<file path="src/rtl/player_pkg.sv">
// Shared player definitions: screen and sprite constants plus the vertical motion state type.
// Also imported by the sprite stage.
package player_pkg;

  localparam int PLAYER_WIDTH = 40;
  localparam int SMALL        = 40;
  localparam int BIG          = 80;
  localparam int YRES         = 480;
  localparam int XRES         = 640;

  typedef logic [9:0] xpos_t;
  typedef logic [8:0] ypos_t;

  typedef enum logic [1:0] {
    GROUND  = 2'b00,
    RISING  = 2'b01,
    FALLING = 2'b10
  } vstate_e;

  function automatic logic [10:0] player_height(input logic big);
    return big ? 11'(BIG) : 11'(SMALL);
  endfunction

endpackage

</file>
<file path="src/rtl/player_if.sv">
// Player control bundle: keyboard/event inputs towards the controller, sprite state back out.
interface player_if;
  import player_pkg::*;

  logic  vsync_in;
  logic  key_left;
  logic  key_right;
  logic  key_jump;
  logic  grow;
  logic  hit;
  logic  flower;
  xpos_t xpos;
  ypos_t ypos;
  logic  direction;
  logic  size;
  logic  fire;
  logic  dead;

  modport master (
    output vsync_in, key_left, key_right, key_jump, grow, hit, flower,
    input  xpos, ypos, direction, size, fire, dead
  );

  modport slave (
    input  vsync_in, key_left, key_right, key_jump, grow, hit, flower,
    output xpos, ypos, direction, size, fire, dead
  );

endinterface

</file>
<file path="src/rtl/player_frame_tick.sv">
// Vsync rising-edge detector: one-clock frame tick while vsync_in is high and was low last clock.
module frame_tick (
  input  logic clk,
  input  logic rst,
  input  logic vsync_in,
  output logic tick
);

  logic vsync_d_r;

  // Delayed copy of vsync for the edge compare
  always_ff @(posedge clk or posedge rst) begin
    if (rst) begin
      vsync_d_r <= 1'b0;
    end else begin
      vsync_d_r <= vsync_in;
    end
  end

  assign tick = vsync_in & ~vsync_d_r;

endmodule

</file>
<file path="src/rtl/player_ctrl.sv">
// Player controller: per-frame walk/jump physics and per-clock power-up state.
// Build option: define PLAYER_FIRE_EN to enable the fire-flower power-up.
module player_ctrl
  import player_pkg::*;
#(
  parameter int XSTART     = 20,
  parameter int XMAX       = 600,
  parameter int YMAX       = 400,
  parameter int WALK_SPEED = 2,
  parameter int JUMP_V0    = 12,
  parameter int GRAVITY    = 1,
  parameter int VFALL_MAX  = 10
) (
  input logic     clk,
  input logic     rst,
  player_if.slave bus
);

  localparam logic [10:0] XMAX_11  = 11'(XMAX);
  localparam logic [10:0] YMAX_11  = 11'(YMAX);
  localparam logic [10:0] WALK_11  = 11'(WALK_SPEED);
  localparam logic [10:0] VMAX_11  = 11'(VFALL_MAX);
  localparam logic [4:0]  JUMP_V0_5 = 5'(JUMP_V0);
  localparam logic [4:0]  GRAVITY_5 = 5'(GRAVITY);

  logic        tick_s;
  logic        move_s;

  xpos_t       xpos_r, xpos_s;
  ypos_t       ypos_r, ypos_s;
  logic        dir_r, dir_s;
  logic        size_r, size_s;
  logic        fire_r, fire_s;
  logic        dead_r, dead_s;
  vstate_e     state_r, state_s;
  logic [4:0]  vy_r, vy_s;

  logic [10:0] x_ext_s;
  logic [10:0] y_ext_s;
  logic [10:0] height_s;
  logic [10:0] rise_sum_s;
  logic [10:0] fall_vy_s;

  frame_tick u_frame_tick (
    .clk      (clk),
    .rst      (rst),
    .vsync_in (bus.vsync_in),
    .tick     (tick_s)
  );

  assign move_s = tick_s & ~dead_r;

  // Horizontal walk with saturation at both screen edges
  always_comb begin
    xpos_s  = xpos_r;
    dir_s   = dir_r;
    x_ext_s = {1'b0, xpos_r};
    if (move_s && bus.key_left && !bus.key_right) begin
      if (x_ext_s < WALK_11) begin
        xpos_s = 10'd0;
      end else begin
        xpos_s = 10'(x_ext_s - WALK_11);
      end
      dir_s = 1'b1;
    end else if (move_s && bus.key_right && !bus.key_left) begin
      if ((x_ext_s + WALK_11) > XMAX_11) begin
        xpos_s = 10'(XMAX_11);
      end else begin
        xpos_s = 10'(x_ext_s + WALK_11);
      end
      dir_s = 1'b0;
    end else begin
      xpos_s = xpos_r;
      dir_s  = dir_r;
    end
  end

  // Vertical FSM: jump launch, rise with head-bump clamp, gravity-limited fall
  always_comb begin
    state_s    = state_r;
    vy_s       = vy_r;
    ypos_s     = ypos_r;
    y_ext_s    = {2'b00, ypos_r};
    height_s   = player_height(size_r);
    rise_sum_s = y_ext_s + {6'b000000, vy_r};
    fall_vy_s  = {6'b000000, vy_r} + {6'b000000, GRAVITY_5};
    if (fall_vy_s > VMAX_11) begin
      fall_vy_s = VMAX_11;
    end else begin
      fall_vy_s = fall_vy_s;
    end
    case (state_r)
      GROUND: begin
        if (move_s && bus.key_jump) begin
          state_s = RISING;
          vy_s    = JUMP_V0_5;
        end else begin
          state_s = GROUND;
        end
      end
      RISING: begin
        if (move_s && ((rise_sum_s + height_s) > YMAX_11)) begin
          ypos_s  = 9'(YMAX_11 - height_s);
          state_s = FALLING;
          vy_s    = 5'd0;
        end else if (move_s) begin
          ypos_s = 9'(rise_sum_s);
          if (vy_r <= GRAVITY_5) begin
            state_s = FALLING;
            vy_s    = 5'd0;
          end else begin
            vy_s = vy_r - GRAVITY_5;
          end
        end else begin
          state_s = RISING;
        end
      end
      FALLING: begin
        if (move_s && (y_ext_s <= fall_vy_s)) begin
          ypos_s  = 9'd0;
          state_s = GROUND;
          vy_s    = 5'd0;
        end else if (move_s) begin
          ypos_s = 9'(y_ext_s - fall_vy_s);
          vy_s   = 5'(fall_vy_s);
        end else begin
          state_s = FALLING;
        end
      end
      default: begin
        state_s = GROUND;
        vy_s    = 5'd0;
        ypos_s  = 9'd0;
      end
    endcase
  end

  // Power-up ladder, evaluated every clock; hit outranks grow/flower
  always_comb begin
    size_s = size_r;
    fire_s = fire_r;
    dead_s = dead_r;
`ifdef PLAYER_FIRE_EN
    if (!dead_r && bus.hit) begin
      if (fire_r) begin
        fire_s = 1'b0;
        size_s = 1'b1;
      end else if (size_r) begin
        size_s = 1'b0;
      end else begin
        dead_s = 1'b1;
      end
    end else if (!dead_r && bus.flower) begin
      size_s = 1'b1;
      fire_s = 1'b1;
    end else if (!dead_r && bus.grow) begin
      size_s = 1'b1;
    end else begin
      size_s = size_r;
    end
`else
    fire_s = 1'b0;
    if (!dead_r && bus.hit) begin
      if (size_r) begin
        size_s = 1'b0;
      end else begin
        dead_s = 1'b1;
      end
    end else if (!dead_r && bus.grow) begin
      size_s = 1'b1;
    end else begin
      size_s = size_r;
    end
`endif
  end

  // State registers; reset returns the player to the start position at once
  always_ff @(posedge clk or posedge rst) begin
    if (rst) begin
      xpos_r  <= 10'(XSTART);
      ypos_r  <= 9'd0;
      dir_r   <= 1'b0;
      size_r  <= 1'b0;
      fire_r  <= 1'b0;
      dead_r  <= 1'b0;
      state_r <= GROUND;
      vy_r    <= 5'd0;
    end else begin
      xpos_r  <= xpos_s;
      ypos_r  <= ypos_s;
      dir_r   <= dir_s;
      size_r  <= size_s;
      fire_r  <= fire_s;
      dead_r  <= dead_s;
      state_r <= state_s;
      vy_r    <= vy_s;
    end
  end

  assign bus.xpos      = xpos_r;
  assign bus.ypos      = ypos_r;
  assign bus.direction = dir_r;
  assign bus.size      = size_r;
  assign bus.fire      = fire_r;
  assign bus.dead      = dead_r;

endmodule

</file>
<file path="src/flat_wrapper.sv">
// flat-port wrapper written by rule: the top's interface ports become plain ports
module player_ctrl_flat import player_pkg::*;
#(
  parameter int XSTART     = 20,
  parameter int XMAX       = 600,
  parameter int YMAX       = 400,
  parameter int WALK_SPEED = 2,
  parameter int JUMP_V0    = 12,
  parameter int GRAVITY    = 1,
  parameter int VFALL_MAX  = 10
)
  (clk, rst, bus_vsync_in, bus_key_left, bus_key_right, bus_key_jump, bus_grow, bus_hit, bus_flower, bus_xpos, bus_ypos, bus_direction, bus_size, bus_fire, bus_dead);
  player_if bus_i ();
  input logic clk;
  input logic rst;
  input wire logic [$bits(bus_i.vsync_in)-1:0] bus_vsync_in;
  input wire logic [$bits(bus_i.key_left)-1:0] bus_key_left;
  input wire logic [$bits(bus_i.key_right)-1:0] bus_key_right;
  input wire logic [$bits(bus_i.key_jump)-1:0] bus_key_jump;
  input wire logic [$bits(bus_i.grow)-1:0] bus_grow;
  input wire logic [$bits(bus_i.hit)-1:0] bus_hit;
  input wire logic [$bits(bus_i.flower)-1:0] bus_flower;
  output wire logic [$bits(bus_i.xpos)-1:0] bus_xpos;
  output wire logic [$bits(bus_i.ypos)-1:0] bus_ypos;
  output wire logic [$bits(bus_i.direction)-1:0] bus_direction;
  output wire logic [$bits(bus_i.size)-1:0] bus_size;
  output wire logic [$bits(bus_i.fire)-1:0] bus_fire;
  output wire logic [$bits(bus_i.dead)-1:0] bus_dead;
  assign bus_i.vsync_in = bus_vsync_in;
  assign bus_i.key_left = bus_key_left;
  assign bus_i.key_right = bus_key_right;
  assign bus_i.key_jump = bus_key_jump;
  assign bus_i.grow = bus_grow;
  assign bus_i.hit = bus_hit;
  assign bus_i.flower = bus_flower;
  assign bus_xpos = bus_i.xpos;
  assign bus_ypos = bus_i.ypos;
  assign bus_direction = bus_i.direction;
  assign bus_size = bus_i.size;
  assign bus_fire = bus_i.fire;
  assign bus_dead = bus_i.dead;
  player_ctrl #(.XSTART(XSTART), .XMAX(XMAX), .YMAX(YMAX), .WALK_SPEED(WALK_SPEED), .JUMP_V0(JUMP_V0), .GRAVITY(GRAVITY), .VFALL_MAX(VFALL_MAX)) u_core (.clk(clk), .rst(rst), .bus(bus_i));
endmodule
</file>
<file path="config.mk">
export PLATFORM = sky130hd
export DESIGN_NAME = player_ctrl_flat
export DESIGN_NICKNAME = d
export VERILOG_FILES = /design/src/rtl/player_pkg.sv /design/src/rtl/player_if.sv /design/src/rtl/player_frame_tick.sv /design/src/rtl/player_ctrl.sv /design/src/flat_wrapper.sv
export SDC_FILE = /design/constraint.sdc
export NUM_CORES = 1
export LEC_CHECK = 0
export CORE_ASPECT_RATIO = 0.7
export CORE_MARGIN = 2
export CORE_UTILIZATION = 53
export DETAILED_ROUTE_END_ITERATION = 7
export PLACE_DENSITY = 0.88
export SLEW_MARGIN = 10
export SYNTH_ARGS = -nofsm -noshare
export SYNTH_HDL_FRONTEND = slang
export SYNTH_HIERARCHICAL = 1
export SYNTH_SLANG_ARGS = --single-unit
export TNS_END_PERCENT = 50
</file>
<file path="constraint.sdc">
create_clock -name clk -period 4.2 [get_ports clk]
set_clock_uncertainty 0.15 [all_clocks]
set_input_delay 0.84 -clock clk [delete_from_list [all_inputs] [get_ports clk]]
set_output_delay 0.84 -clock clk [all_outputs]
set_load 0.01 [all_outputs]
</file>
# ---- After elaboration in Yosys (flattened, before gate mapping)
# Cells that the tools add are included.
dict set report totals {
  mem_bits_rw 0
  romBits 0
  mem_count 0
  regBits 30
  latchBits 0
  input_bits 9
  output_inout_bits 23
}
dict set report op_classes {
  div_mod_pow 0
  n_mul 0
  mux 29
  n_reduce_logical 19
  shift 0
  n_eq_ne 7
  order_cmp 6
  bitwise 6
  addsub 8
}
# cell n
set op_table {}
lappend op_table {{two-way mux 10 bit} 4}
lappend op_table {{two-way mux 9 bit} 4}
lappend op_table {{two-way mux 5 bit} 6}
lappend op_table {{case mux 9 bit (3 select lines)} 1}
lappend op_table {{case mux 5 bit (3 select lines)} 1}
lappend op_table {{adder 10 x 2 -> 11 bit (second input constant)} 1}
lappend op_table {{adder 11 bit} 1}
lappend op_table {{greater-than comparator 11 x 10 -> 1 bit (second input constant)} 1}
lappend op_table {{greater-than comparator 11 x 4 -> 1 bit (second input constant)} 1}
lappend op_table {{greater-than comparator 11 x 9 -> 1 bit (second input constant)} 1}
lappend op_table {{adder 9 x 5 -> 10 bit} 1}
lappend op_table {{less-than comparator 10 x 2 -> 1 bit (second input constant)} 1}
lappend op_table {{two-way mux 2 bit} 5}
lappend op_table {{subtractor 10 x 2 -> 10 bit (second input constant)} 1}
lappend op_table {{less-or-equal comparator 9 x 6 -> 1 bit} 1}
lappend op_table {{logical AND 1 bit} 9}
lappend op_table {{subtractor 9 bit} 1}
lappend op_table {{subtractor 9 bit (first input constant)} 1}
lappend op_table {{two-way mux 7 bit} 1}
lappend op_table {{adder 5 x 1 -> 6 bit (second input constant)} 1}
lappend op_table {{two-way mux 6 bit} 1}
lappend op_table {{inequality test 3 x 1 -> 1 bit (second input constant)} 2}
lappend op_table {{case mux 2 bit (3 select lines)} 1}
lappend op_table {{AND reduction 3 bit} 2}
lappend op_table {{14 further kinds} 26}

# ---- Depth between registers and ports, before layout
dict set report logic_depth {
  word_depth 7
  ltp_mapped 18
}

# ---- Hierarchy
# The synthesis kept the hierarchy.
# mod seq_area_each_um2 n_inst cells_per_inst area_each_um2
set modules_own_cells {}
lappend modules_own_cells {player_ctrl 703.2 1 387 3069.2}
lappend modules_own_cells {frame_tick 25.0 1 3 42.5}

# ---- Worst setup path before layout
# OpenSTA, ideal clock, no wires.
dict set report synth_timing {
  path_kind {register to register}
  startpoint {reg u_core.vy_r[0]}
  endpoint {reg u_core.ypos_r[4] (netlist: u_core/bus.ypos[4])}
  setup_time_ns 0.126
  t_arrival_ns 3.632
  n_path_buf 0
  path_stages_with_launch 16
  setup_slack_ns 0.292
  cell_sequence {dfrtp_1 ha_1 inv_1 fa_1 nor2b_1 o31a_1 a21oi_1 fa_1 inv_1 a31o_1 o2111ai_1 nand4b_1 a2111o_1 a31oi_4 nor2_2 a221o_1}
}
dict set report synth_between {
  elab_chain_cells 7
}
# element line
set synth_lines {}
lappend synth_lines {{start, declared} player_ctrl.sv:36} ;# logic [4:0] vy_r, vy_s;
lappend synth_lines {{start signal, assigned} player_ctrl.sv:196} ;# vy_r <= vy_s;
lappend synth_lines {{adder 5 x 1 -> 6 bit} player_ctrl.sv:86} ;# fall_vy_s = {6'b000000, vy_r} + {6'b000000, GRAVITY_5};
lappend synth_lines {{greater-than comparator 11 x 4 -> 1 bit} player_ctrl.sv:87} ;# if (fall_vy_s > VMAX_11) begin
lappend synth_lines {{two-way mux 6 bit} player_ctrl.sv:87}
lappend synth_lines {{subtractor 9 bit or less-or-equal comparator 9 x 6 -> 1 bit (tied branches)} {player_ctrl.sv:124, player_ctrl.sv:119}}
lappend synth_lines {{two-way mux 9 bit or logical AND 1 bit (tied branches)} {player_ctrl.sv:123, player_ctrl.sv:119}}
lappend synth_lines {{two-way mux 9 bit or inequality test 3 x 1 -> 1 bit (tied branches)} --}
lappend synth_lines {{case mux 9 bit (3 select lines) or AND reduction 3 bit (tied branches)} --}
lappend synth_lines {{end signal, assigned} player_ctrl.sv:190} ;# ypos_r <= ypos_s;
lappend synth_lines {{end, declared} player_ctrl.sv:30} ;# ypos_t ypos_r, ypos_s;
# Parallel ways exist; a longest one is shown, timed or not. The select of a mux whose other input is x is not followed.
# A chain may end at the register's enable or synchronous reset.

# ---- Worst setup path in the final report
dict set report layout_timing {
  startpoint {reg u_core.ypos_r[0] (netlist: u_core/bus.ypos[0])}
  endpoint {reg u_core.ypos_r[4] (netlist: u_core/bus.ypos[4])}
}
dict set report layout_between {
  elab_chain_cells 6
}
# element line
set layout_lines {}
lappend layout_lines {{adder 9 x 5 -> 10 bit} player_ctrl.sv:85} ;# rise_sum_s = y_ext_s + {6'b000000, vy_r};
lappend layout_lines {{adder 11 bit} player_ctrl.sv:102} ;# if (move_s && ((rise_sum_s + height_s) > YMAX_11)) begin
lappend layout_lines {{greater-than comparator 11 x 9 -> 1 bit} player_ctrl.sv:102}
lappend layout_lines {{logical AND 1 bit} player_ctrl.sv:102}
lappend layout_lines {{inequality test 3 x 1 -> 1 bit (no line) or two-way mux 9 bit (tied branches)} --}
lappend layout_lines {{AND reduction 3 bit (no line) or case mux 9 bit (3 select lines) (tied branches)} --}
# Parallel ways exist; a longest one is shown, timed or not. The select of a mux whose other input is x is not followed.

==> impl_metrics.json <==
{
  "netlist_area_um2": 3112,
  "fp.coreArea_um2": 5698,
  "numCtsBuffers": 5,
  "outcome": "completed",
  "dieArea_um2": 6509,
  "postPlaceCellArea_um2": 3511,
  "critPathSlowestCell": "a2111o_1",
  "drc": 0,
  "hold_slack_ns": 0.3958,
  "reg2regPathDepth": 17,
  "cts_tree": "done",
  "first_global_vias": 2861,
  "antenna_cells": 0,
  "clkLatencyLatePin_ns": 0.30,
  "finalInstanceArea_um2": 3700,
  "fmax_mhz": 242.2,
  "rows": 23,
  "clockBufferDepth": 2,
  "die_h_um": 68.11,
  "ant_nets": 0,
  "worstMarginPinSlew_ns": 1.089,
  "setup.worst_path.start_class": "flop",
  "multi_input_area_um2": 2268,
  "synth_top_flop_cell": "dfrtp_1",
  "finalHoldViolations": 0,
  "worstReg2RegStart": "u_core/bus.ypos[0]$_DFFE_PP0P_",
  "grt_pass1_wl_um": 13930,
  "cts_root_buffer": "clkbuf_8",
  "cts.reportedPaths.clkPinSlew_ns": 0.07,
  "fillerInstances": 469,
  "synth-edff-count": 0,
  "die-width_um": 95.58,
  "worst-path-max-fanout": 4,
  "ys_ff_latch": 29,
  "drt_pass1_iterations": 5,
  "drive_gt1_share_pct": 12.15,
  "routed_wl_um": 8967,
  "synth_area_per_cell_um2": 7.979,
  "r2r-end": "u_core/bus.ypos[4]$_DFFE_PP0P_",
  "synth_xor_area_share_pct": 4.222,
  "r2r_slack_ns": 0.07,
  "min_period_over_period_pct": 98.32,
  "power_uw": 1865,
  "ff_latch_area_um2": 729.5,
  "syn_to_final_growth_pct": 18.90,
  "synthAdderAreaFrac_pct": 11.98,
  "grt.total_usage_pct": 27.76,
  "synth.area.mux_share_pct": 0.9650,
  "finalWeightedCongestion": 0.9081,
  "yosys_warnings": 6,
  "synthCells": 390,
  "h-tree-depth": 2,
  "endpoint_kind": "flop",
  "port_buffers": 28,
  "clock_sinks": 29,
  "synth.largest_area_cell": "dfrtp_1",
  "grt_overflow": 0,
  "arrival_ns": 4.16,
  "worstHoldStart": "u_core/bus.dead$_DFFE_PP0P_",
  "cap_violations": 0,
  "path_cells": "ha_1 -> inv_1 -> fa_2 -> nor2b_2 -> o31a_1 -> buf_4 -> o21ai_0 -> xnor2_1 -> ha_1 -> o21ai_0 -> nor2_1 -> nand3_1 -> nand4b_1 -> a2111o_1 -> a31oi_4 -> nor2_2 -> a221o_1",
  "ys_async_sr_fraction_pct": 100.0,
  "drv_slew": 0,
  "min_path_cells": 1,
  "holdCritPathClass": "reg -> reg",
  "critical_path_class": "reg -> reg",
  "synth_area_leaders": "dfrtp_1 22%, ha_1 10%, nand2_1 4.8%",
  "relSlewSlack_pct": 27.29,
  "setup_tns_ns": 0,
  "layout_commonest_cell": "nand2_1",
  "synth_compound_area_share_pct": 30.12,
  "antenna_found_initial": 0,
  "nets": 464,
  "place_hpwl_um": 6437,
  "powerDensity_nw_per_um2": 504.0,
  "post-route-min-period_ns": 4.130,
  "power_leakage_uw": 0.001545,
  "critPathMaxStageDelay_ns": 0.49,
  "grt_max_degree": 29,
  "boundaryPins": 32,
  "post-place-cells": 490,
  "setup_viol_count_final": 0,
  "viasPerCell": 6.557,
  "wl_per_cell_um": 17.83,
  "synth_top_area_share_pct": 21.71,
  "ys_types": 73,
  "synth-simple-area-share_pct": 23.96,
  "min_to": "u_core/bus.dead$_DFFE_PP0P_",
  "worstPathRequired_ns": 4.23,
  "vias": 3298,
  "drt_iter0_drc": 417,
  "synth_top_family_by_area": "compound AO/OA/AOI/OAI gates",
  "start_util_pct": 54.61,
  "seq_area_frac_synth_pct": 23.40,
  "ir_drop_mv": 0.3731,
  "final_cells": 503,
  "layout_common_cells": "39 x nand2_1, 35 x nor2_1, 28 x clkdlybuf4s50_1"
}
worst max-delay path by stage:
stage / from / endpoint / slack (ns) / cells after the start
6_report: u_core/bus.ypos[0]$_DFFE_PP0P_ / u_core/bus.ypos[4]$_DFFE_PP0P_ / 0.07 / 17
5_1_grt: u_core/bus.ypos[0]$_DFFE_PP0P_ / u_core/bus.ypos[4]$_DFFE_PP0P_ / -0.09 / 17
4_1_cts: u_core/bus.ypos[1]$_DFFE_PP0P_ / u_core/bus.ypos[4]$_DFFE_PP0P_ / 0.04 / 14
3_5_place_dp: u_core/bus.ypos[1]$_DFFE_PP0P_ / u_core/bus.ypos[4]$_DFFE_PP0P_ / 0.07 / 14
3_3_place_gp: u_core/bus.ypos[1]$_DFFE_PP0P_ / u_core/bus.ypos[4]$_DFFE_PP0P_ / 0.17 / 14
2_1_floorplan: u_core/vy_r[0]$_DFFE_PP0P_ / u_core/bus.ypos[4]$_DFFE_PP0P_ / 0.29 / 15
routing by layer:
metal,up-vias,global-route usage [%],part of all wire (%)
met3,29,8.260,11
met4,0,8.214,1.8
met2,183,41.17,45
met5,-,0,0
li1,1533,-,-
met1,1553,39.10,42
power by group:
| group | total [uW] | internal (uW) | switching [uW] |
|---|---|---|---|
| clock network | 265 | 148 | 117 |
| logic | 1180 | 502 | 673 |
| registers | 425 | 329 | 95.4 |
| total | 1860 | 979 | 885 |
Yosys cell counts, drive strengths merged, types with 5 or more instances:
cell type,number
a31oi,9
o22ai,5
dfrtp,27
ha,25
nand2,40
o221ai,7
and2,6
o21ai,28
o211ai,7
nor3,7
xnor2,9
a31o,6
nand3,17
nor2b,8
clkbuf,9
xor2,6
nand4,6
nor2,36
a21oi,18
inv,23
buf,8
a21o,5
flip-flops by register name, summed over array words and instances, names as in the netlist:
signal / count
u_core/bus.xpos: 9
u_core/bus.ypos: 9
u_core/vy_r: 5
u_core/state_r: 2
u_core/bus.dead: 1
u_core/bus.direction: 1
u_core/bus.size: 1
u_core/u_frame_tick/vsync_d_r: 1
critical path, delay by kind of cell (launching register included):
kind / cells / cell delay [ns]
AOI/OAI and AO/OA: 6 / 1.44
adders and majority gates: 3 / 0.89
and+or+nand+nor: 5 / 0.61
DFF: 1 / 0.41
xor gates and xnor gates: 1 / 0.32
buffers and inverters: 2 / 0.19
cell type report:
| cell class | instances | share of cell area [%] |
|---|---|---|
| Clock buffer | 7 | 2.604 |
| Clock inverter | 1 | 0.1353 |
| Inverter | 23 | 2.333 |
| Multi-Input combinational cell | 323 | 61.31 |
| Sequential cell | 29 | 19.72 |
| Tap cell | 75 | 2.536 |
| Timing Repair Buffer | 45 | 11.36 |
per-stage QoR:
stage / utilization (%) / setup WS [ns]
2_1_floorplan: - / 0.2924
3_3_place_gp: 61.62 / 0.1661
3_5_place_dp: 61.62 / 0.06533
4_1_cts: 63.39 / 0.04011
5_1_grt: 64.93 / -0.08956
6_report: 64.93 / 0.07039
kinds of logic (layout without fill, tap and decap cells):
logic type | count (synthesis) | in the layout
buffers and inverters | 40 | 76
XOR/XNOR | 15 | 15
other | 2 | 4
multiplexers | 3 | 3
AO/OA/AOI/OAI | 125 | 125
AND/OR/NAND/NOR | 148 | 148
adder cells (fa/ha/maj) | 28 | 28
flip-flops | 29 | 29
what timing repair did:
action	in CTS	in global routing
hold buffers	0	0
resized for setup	0	11
setup buffers	0	5
setup endpoints to repair	0	16
(Power assumes the default switching activity.)
